[src/rtl/ofdm_tx_symbol_packer_pkg.sv]
// Shared constants for the OFDM Tx symbol packer: default frame geometry,
// FSM state codes and small sizing helpers.
package ofdm_tx_pkg;

  localparam int FRAME_BITS_DEF   = 224;
  localparam int BITS_PER_SYM_DEF = 4;
  localparam int SYMS_PER_FRAME   = FRAME_BITS_DEF / BITS_PER_SYM_DEF;

  localparam logic [2:0] ST_IDLE = 3'd0;
  localparam logic [2:0] ST_FILL = 3'd1;
  localparam logic [2:0] ST_LAST = 3'd2;
  localparam logic [2:0] ST_OUT  = 3'd3;
  localparam logic [2:0] ST_DONE = 3'd4;

  function automatic int syms_per_frame(input int frame_bits, input int bits_per_sym);
    return frame_bits / bits_per_sym;
  endfunction

  // Counters indexing n items need at least one bit even when n is 1.
  function automatic int cnt_width(input int n);
    return (n > 1) ? $clog2(n) : 1;
  endfunction

endpackage

[src/rtl/ofdm_tx_symbol_packer_if.sv]
// AXI-Stream style symbol bus from the packer to the QAM mapper / IFFT stage.
interface ofdm_tx_symbol_packer_if
  import ofdm_tx_pkg::*;
#(
  parameter int DATA_W = BITS_PER_SYM_DEF
);

  logic [DATA_W-1:0] tdata;
  logic              tvalid;
  logic              tready;
  logic              tlast;

  modport master (
    output tdata,
    output tvalid,
    output tlast,
    input  tready
  );

  modport slave (
    input  tdata,
    input  tvalid,
    input  tlast,
    output tready
  );

endinterface

[src/rtl/ofdm_tx_bit_gather.sv]
// Collects the serial buffer bits of one symbol and maps them to a constellation
// index; Gray coding is selected by defining OFDM_TX_GRAY_MAP_EN.
module ofdm_tx_bit_gather
  import ofdm_tx_pkg::*;
#(
  parameter int BITS_PER_SYM = BITS_PER_SYM_DEF,
  parameter int IDX_W        = cnt_width(BITS_PER_SYM)
) (
  input  logic                    clk,
  input  logic                    reset,
  input  logic                    cap_en,
  input  logic [IDX_W-1:0]        cap_idx,
  input  logic                    bit_in,
  output logic [BITS_PER_SYM-1:0] sym
);

  logic [BITS_PER_SYM-1:0] bits_b;

  // The top bit is never stored: it arrives in the same cycle the symbol is loaded.
  if (BITS_PER_SYM > 1) begin : g_multi
    logic [BITS_PER_SYM-2:0] sh;

    always_ff @(posedge clk) begin
      if (reset) begin
        sh <= '0;
      end else if (cap_en) begin
        sh[cap_idx] <= bit_in;
      end
    end

    assign bits_b = {bit_in, sh};
  end else begin : g_single
    assign bits_b = bit_in;
  end

`ifdef OFDM_TX_GRAY_MAP_EN
  assign sym = bits_b ^ (bits_b >> 1);
`else
  assign sym = bits_b;
`endif

endmodule

[src/rtl/ofdm_tx_symbol_packer.sv]
// Walks the input bit buffer across one frame, packs LSB-first symbols onto an
// AXI-Stream master and pulses frame_done. Optional macro: OFDM_TX_GRAY_MAP_EN.
module ofdm_tx_symbol_packer
  import ofdm_tx_pkg::*;
#(
  parameter int FRAME_BITS   = FRAME_BITS_DEF,
  parameter int BITS_PER_SYM = BITS_PER_SYM_DEF,
  parameter int PTR_W        = 8
) (
  input  logic                              clk,
  input  logic                              reset,
  input  logic                              buff_full,
  output logic [PTR_W-1:0]                  rd_pointer,
  input  logic                              bit_in,
  ofdm_tx_symbol_packer_if.master           m_axis,
  output logic                              frame_done,
  output logic                              busy
);

  localparam int SYMS  = syms_per_frame(FRAME_BITS, BITS_PER_SYM);
  localparam int BIT_W = cnt_width(BITS_PER_SYM);
  localparam int SYM_W = cnt_width(SYMS);

  localparam logic [BIT_W-1:0] LAST_BIT = BIT_W'(BITS_PER_SYM - 1);
  localparam logic [SYM_W-1:0] LAST_SYM = SYM_W'(SYMS - 1);

  logic [2:0]              state;
  logic                    armed;
  logic [BIT_W-1:0]        bit_cnt;
  logic [SYM_W-1:0]        sym_cnt;
  logic                    cap_en;
  logic [BIT_W-1:0]        cap_idx;
  logic [BITS_PER_SYM-1:0] sym;

  // Fill cycle k sees the bit addressed in cycle k-1, so capture starts at k=1.
  assign cap_en  = (state == ST_FILL) && (bit_cnt != '0);
  assign cap_idx = bit_cnt - 1'b1;
  assign busy    = (state != ST_IDLE);

  ofdm_tx_bit_gather #(
    .BITS_PER_SYM (BITS_PER_SYM),
    .IDX_W        (BIT_W)
  ) u_gather (
    .clk     (clk),
    .reset   (reset),
    .cap_en  (cap_en),
    .cap_idx (cap_idx),
    .bit_in  (bit_in),
    .sym     (sym)
  );

  always_ff @(posedge clk) begin
    if (reset) begin
      state         <= ST_IDLE;
      armed         <= 1'b1;
      bit_cnt       <= '0;
      sym_cnt       <= '0;
      rd_pointer    <= '0;
      m_axis.tdata  <= '0;
      m_axis.tvalid <= 1'b0;
      m_axis.tlast  <= 1'b0;
      frame_done    <= 1'b0;
    end else begin
      frame_done <= 1'b0;
      case (state)
        ST_IDLE: begin
          // armed stops a still-high buff_full from replaying the frame just sent.
          if (!buff_full) begin
            armed <= 1'b1;
          end else if (armed) begin
            state      <= ST_FILL;
            bit_cnt    <= '0;
            sym_cnt    <= '0;
            rd_pointer <= '0;
          end
        end

        ST_FILL: begin
          if (bit_cnt == LAST_BIT) begin
            state <= ST_LAST;
          end else begin
            bit_cnt    <= bit_cnt + 1'b1;
            rd_pointer <= rd_pointer + 1'b1;
          end
        end

        ST_LAST: begin
          m_axis.tdata  <= sym;
          m_axis.tvalid <= 1'b1;
          m_axis.tlast  <= (sym_cnt == LAST_SYM);
          state         <= ST_OUT;
        end

        ST_OUT: begin
          if (m_axis.tready) begin
            m_axis.tvalid <= 1'b0;
            m_axis.tlast  <= 1'b0;
            if (sym_cnt == LAST_SYM) begin
              state      <= ST_DONE;
              frame_done <= 1'b1;
              rd_pointer <= '0;
            end else begin
              state      <= ST_FILL;
              sym_cnt    <= sym_cnt + 1'b1;
              bit_cnt    <= '0;
              rd_pointer <= rd_pointer + 1'b1;
            end
          end
        end

        ST_DONE: begin
          armed      <= 1'b0;
          rd_pointer <= '0;
          sym_cnt    <= '0;
          bit_cnt    <= '0;
          state      <= ST_IDLE;
        end

        default: begin
          state <= ST_IDLE;
        end
      endcase
    end
  end

endmodule

[src/flat_wrapper.sv]
// flat-port wrapper written by rule: the top's interface ports become plain ports
module ofdm_tx_symbol_packer_flat import ofdm_tx_pkg::*;
#(
  parameter int FRAME_BITS   = FRAME_BITS_DEF,
  parameter int BITS_PER_SYM = BITS_PER_SYM_DEF,
  parameter int PTR_W        = 8
)
  (clk, reset, buff_full, rd_pointer, bit_in, frame_done, busy, m_axis_tdata, m_axis_tvalid, m_axis_tlast, m_axis_tready);
  ofdm_tx_symbol_packer_if #(.DATA_W((4))) m_axis_i ();
  input  logic clk;
  input  logic reset;
  input  logic buff_full;
  output logic [PTR_W-1:0] rd_pointer;
  input  logic bit_in;
  output logic frame_done;
  output logic busy;
  output wire logic [$bits(m_axis_i.tdata)-1:0] m_axis_tdata;
  output wire logic [$bits(m_axis_i.tvalid)-1:0] m_axis_tvalid;
  output wire logic [$bits(m_axis_i.tlast)-1:0] m_axis_tlast;
  input wire logic [$bits(m_axis_i.tready)-1:0] m_axis_tready;
  assign m_axis_tdata = m_axis_i.tdata;
  assign m_axis_tvalid = m_axis_i.tvalid;
  assign m_axis_tlast = m_axis_i.tlast;
  assign m_axis_i.tready = m_axis_tready;
  ofdm_tx_symbol_packer #(.FRAME_BITS(FRAME_BITS), .BITS_PER_SYM(BITS_PER_SYM), .PTR_W(PTR_W)) u_core (.clk(clk), .reset(reset), .buff_full(buff_full), .rd_pointer(rd_pointer), .bit_in(bit_in), .m_axis(m_axis_i), .frame_done(frame_done), .busy(busy));
endmodule
[config.mk]
export PLATFORM = sky130hd
export DESIGN_NAME = ofdm_tx_symbol_packer_flat
export DESIGN_NICKNAME = d
export VERILOG_FILES = /design/src/rtl/ofdm_tx_symbol_packer_pkg.sv /design/src/rtl/ofdm_tx_symbol_packer_if.sv /design/src/rtl/ofdm_tx_bit_gather.sv /design/src/rtl/ofdm_tx_symbol_packer.sv /design/src/flat_wrapper.sv
export SDC_FILE = /design/constraint.sdc
export NUM_CORES = 1
export LEC_CHECK = 0
export CAP_MARGIN = 15
export CORE_ASPECT_RATIO = 0.75
export CORE_MARGIN = 1
export CORE_UTILIZATION = 29
export CTS_CLUSTER_SIZE = 30
export DETAILED_ROUTE_END_ITERATION = 10
export MAX_ROUTING_LAYER = met4
export PLACE_DENSITY_LB_ADDON = 0.08
export RECOVER_POWER = 25
export SYNTH_ARGS = -nofsm -noshare
export SYNTH_HDL_FRONTEND = slang
export SYNTH_SLANG_ARGS = --single-unit
[constraint.sdc]
create_clock -name clk -period 2.2 [get_ports clk]
set_input_delay 0.33 -clock clk [delete_from_list [all_inputs] [get_ports clk]]
set_output_delay 0.33 -clock clk [all_outputs]
set_load 0.005 [all_outputs]
* After elaboration in Yosys (flattened, before gate mapping) *
Index checks and enable logic that the tools add are counted.

word-level totals
  register bits after elaboration = 30
  bits of input ports = 5
  output and inout port bits = 16
  word-level logic and storage cells = 79

cells by class
  add/subtract/negate cells = 4
  $lt $le $gt $ge = 2
  equal/unequal tests = 13
  mux-type cells = 32
  bitwise gates (word level) = 2
  reductions and logical operators = 16

operator list
  kind                                                 number
  2-to-1 mux 8 bit                                     5
  case mux 8 bit (4 select lines)                      1
  2-to-1 mux 6 bit                                     4
  case mux 6 bit (3 select lines)                      1
  2-to-1 mux 3 bit                                     5
  != test 2 bit, second input constant                 6
  case mux 3 bit (4 select lines)                      1
  2-to-1 mux 2 bit                                     5
  AND reduction 5 bit                                  2
  adder 8 x 1 -> 8 bit, second input constant          1
  case mux 2 bit (4 select lines)                      1
  adder 6 x 1 -> 6 bit, second input constant          1
  equality test 3 x 2 -> 1 bit, second input constant  2
  equality test 6 bit, second input constant           1
  case mux 1 bit (2 select lines)                      3
  AND reduction 6 bit                                  1
  nonzero test 2 bit                                   3
  nonzero test 3 bit                                   2
  2-to-1 mux 1 bit                                     4
  AND reduction 2 bit                                  2
  AND reduction 4 bit                                  1
  nonzero test 4 bit                                   1
  bitwise mux 3 bit                                    1
  equality test 3 x 1 -> 1 bit, second input constant  1
  other kinds (12)                                     14

* Logic depth before layout (Yosys ltp) *
  depth in word-level cells = 6
  depth in mapped cells = 6
  depth with buffers taken out = 6

* Hierarchy *
From an unflattened synthesis, not the netlist that was laid out.

second synthesis, totals
  cell total of the unflattened synthesis = 167
  area, all modules = 1511.4 sq um

by module, submodules not included
  module                 times used  cells an instance  area an instance (sq um)  seq. area each (sq um)
  ofdm_tx_symbol_packer  1           153                1361.3                    540.5
  ofdm_tx_bit_gather     1           14                 150.1                     60.1

* Least setup slack after synthesis *
OpenSTA, ideal clock, no wires.

  kind = flip-flop to flip-flop
  start point = reg u_core.bit_cnt[0]
  end point = reg u_core.rd_pointer[5]
  setup time = 70 ps
  data arrival time = 1559 ps
  data required time = 2130 ps
  slack = 571 ps
  stages on the path, launching flop included = 7
  buffers on the path = 0
  period minus slack after synthesis = 1629 ps
  cells stage by stage = dfxtp_1 -> ha_1 -> or2_4 -> a21oi_4 -> o211ai_4 -> or3_1 -> a21oi_1

on the way
  longest elaborated chain between the ends = 3

ends and longest elaborated chain
  what                                  line                          text
  start, declared                       ofdm_tx_symbol_packer.sv:29   logic [BIT_W-1:0] bit_cnt;
  start signal, assigned                ofdm_tx_symbol_packer.sv:82   bit_cnt <= bit_cnt + 1'b1;
  equality test 2 bit                   ofdm_tx_symbol_packer.sv:79   if (bit_cnt == LAST_BIT) begin
  != test 2 bit (no source line)        n/a
  AND reduction 5 bit (no source line)  n/a
  end signal, assigned                  ofdm_tx_symbol_packer.sv:83   rd_pointer <= rd_pointer + 1'b1;
  end signal, assigned                  ofdm_tx_symbol_packer.sv:106  rd_pointer <= rd_pointer + 1'b1;
  end, declared                         ofdm_tx_symbol_packer.sv:13   output logic [PTR_W-1:0] rd_pointer,

No other way between the ends.
A chain may end at the register's enable or synchronous reset.

* Final worst setup path *
  start point = reg u_core.state[0]
  end point = out busy

on the way
  longest elaborated chain between the ends = 1

ends and longest elaborated chain
  what                    line                         text
  start, declared         ofdm_tx_symbol_packer.sv:27  logic [2:0] state;
  start signal, assigned  ofdm_tx_symbol_packer.sv:54  state <= ST_IDLE;
  start signal, assigned  ofdm_tx_symbol_packer.sv:71  state <= ST_FILL;
  start signal, assigned  ofdm_tx_symbol_packer.sv:80  state <= ST_LAST;
  nonzero test 3 bit      ofdm_tx_symbol_packer.sv:38  assign busy = (state != ST_IDLE);
  end, declared           flat_wrapper.sv:16           output logic busy;

No other way between the ends.

==> results.txt <==
clock skew: 8.534 ps
worst skew pair latency: 280 ps
CTS max path bufs: 2
Root Buffer: clkbuf_8
nets: 199
Post-DP HPWL: 2.267 mm
syn_nets: 173
initial antenna violation count: 0
Max Clock Freq: 535.0 MHz
FF-to-FF Start: u_core.state[1]
Min-Delay Endpoint: u_core.u_gather.g_multi.sh[1]
Min Hold Slack: 456.6 ps
Post-synth ARST share: 0
HP Start: u_core.u_gather.g_multi.sh[1]
worst slew pin tran: 643.1 ps
Flop pwr share: 0.513
final setup TNS: 0 ps
Max Slew Vio Count: 0
Routed Antenna Nets: 0
status: complete, no violations
TritonCTS buffer count: 5
Peak VDD IR: 0.2825 mV
drt drc: 0
Sw Ratio: 0.2355
Tightest Hold Check Type: reg -> reg
global-route wire length before repair: 5.437 mm
vias in the first global route: 1,130
Rel. slew slack: 0.5680
Setup Fix Bufs, Post-CTS: 0
Crit. End Element: output port
leakage power: 0.6508 nW
commonest non-fill, non-tap cell in the layout: dfxtp_1
die area: 0.005246 mm²
proportion of layout cells with a drive suffix above 1: 0.08466
ranking of synthesized cells by area: dfxtp_1, nor2_1, ha_1
internal cell power: 0.8400 mW
Ant. Diodes: 0
class of the most critical setup path: reg -> out
1st-iter DRT viols: 115
Starting Density: 0.3127
largest net degree at the start of global routing: 13
R2R Path End: u_core.rd_pointer[5]
crit path time final: 1869 ps
Placer Congestion: 0.8006
CP Max Fanout: 11
clock-pin slew on the worst setup and hold paths: 60 ps
Yosys warnings: 0
Remaining Overflow, GRT: 0
Yosys top cell area share: 0.4178
DR WL/cell: 12.50 µm
crit path DAT: 1540 ps
row count: 21
Seq cells post-synth: 30
via count: 1,204
CTS tree: done
Clock power frac: 0.411
Worst Hold Depth: 2
Cell variety after synth: 38
MaxCap Viol Count: 0
final hold vios: 0
Pwr per Cell Area: 612.9 mW/mm²
total clock sinks: 30
NetSw: 0.2588 mW
Worst R2R Setup Slack: 380 ps
Core Area: 0.004598 mm²
Worst Reg-to-Reg Cells: 5
Critical Path RT: 1870 ps
most frequent cells in the layout: dfxtp_1, nor2_1, nand2_1
cts hold-fix bufs: 0
die width: 83.30 µm
DR pass1 iterations: 4
Detailed Route WL: 3.075 mm
final worst path period share: 0.8497
post-synthesis sequential area ratio: 0.4178
RSZ-0062 raised after global routing: false
I/O pin total: 21
Post-Syn Instances: 162
final setup vio count: 0
P&R area growth vs syn: 24.72%
syn avg cell area: 8.874 µm²
fill count: 469
Synth area leader: dfxtp_1
number of vias per cell: 4.894
number of synthesized flops with an enable pin: 0
H-tree depth: 2
number of port buffers: 20
Synth Flop Type: dfxtp_1
PostCTS Resize Cnt: 0
startpoint types: register
all-layer global routing usage: 0.1339
Die H: 62.98 µm
Post-Syn Area: 0.001438 mm²
Gate power share: 0.077
sequential cells by signal (all words and copies together) (netlist names):
register                    flops
u_core.m_axis.tvalid            1
u_core.m_axis.tlast             1
u_core.u_gather.g_multi.sh      3
u_core.sym_cnt                  6
u_core.frame_done               1
u_core.armed                    1
u_core.state                    3
u_core.rd_pointer               8
u_core.m_axis.tdata             4
u_core.bit_cnt                  2
through the flow:
stage	util	instance area, µm²	std cells	worst slack (ps)	total power, mW
4_1_cts	0.3918	1802	246	333.0	1.114
3_3_place_gp	0.3720	1710	238	183.9	0.6596
6_report	0.3899	1793	246	330.7	1.099
3_5_place_dp	0.3720	1710	238	155.1	0.6595
5_1_grt	0.3899	1793	246	253.2	1.162
2_1_floorplan	-	1438	162	570.5	0.6240
cells in the mapped netlist, types with 3 or more instances:
master	number
a21oi_1	12
a31oi_1	3
dfxtp_1	30
ha_1	6
mux2i_1	5
nand2_1	15
nand2b_1	3
nand3_1	5
nand4_1	3
nor2_1	25
nor2b_1	3
nor3_1	5
o21ai_0	6
or3_1	4
xor2_1	8
kinds of logic after synthesis:
kind of cell               Yosys count  synth area share
and+or+nand+nor                     73            0.2585
buffers and inverters                8           0.03047
adders and majority gates            6           0.05222
DFF                                 30            0.4178
muxes                                5           0.03481
xor gates and xnor gates             9           0.05483
AOI/OAI and AO/OA                   31            0.1514
cell type report:
cell class	count	area [µm²]	share of cell area
Inverter	2	7.507	0.004187
Multi-Input combinational cell	124	788.3	0.4396
Timing Repair Buffer	25	234.0	0.1305
Clock buffer	7	86.33	0.04815
Sequential cell	30	600.6	0.3350
Tap cell	57	71.32	0.03978
Clock inverter	1	5.005	0.002791
worst max-delay path by stage:
stage               slack (ps)                       endpoint         startpoint  depth (start not counted)
floorplan                  570           u_core.rd_pointer[5]  u_core.bit_cnt[0]                          6
global placement           180           u_core.rd_pointer[7]          buff_full                          6
detailed placement         160           u_core.rd_pointer[5]          buff_full                          6
CTS                        330                           busy    u_core.state[0]                          2
global route               250  u_core.u_gather.g_multi.sh[2]    u_core.state[0]                          5
finish                     330                           busy    u_core.state[0]                          2
routing by layer:
metal	up-vias	global-route usage	share of wire	routed length [µm]
li1	619	-	-	-
met1	555	0.1976	0.57	1764
met2	26	0.1660	0.37	1144
met3	4	0.04624	0.046	142
met4	0	0.03879	0.0078	24
met5	-	-	0	0
power by group through the flow:
stage / combinational [mW] / sequential (mW) / clock [mW]
final: 0.0843 / 0.563 / 0.451
after global routing: 0.0947 / 0.565 / 0.502
after CTS: 0.0842 / 0.563 / 0.466
after detailed placement: 0.0837 / 0.576 / 0
after global placement: 0.0842 / 0.575 / 0
after floorplan: 0.0542 / 0.570 / 0
critical path: stages (launching register included):
cell             delay [ps]
dfxtp_1                 430
or3_1                   390
clkdlybuf4s50_1         440
Power figures use the tool's default switching activity.
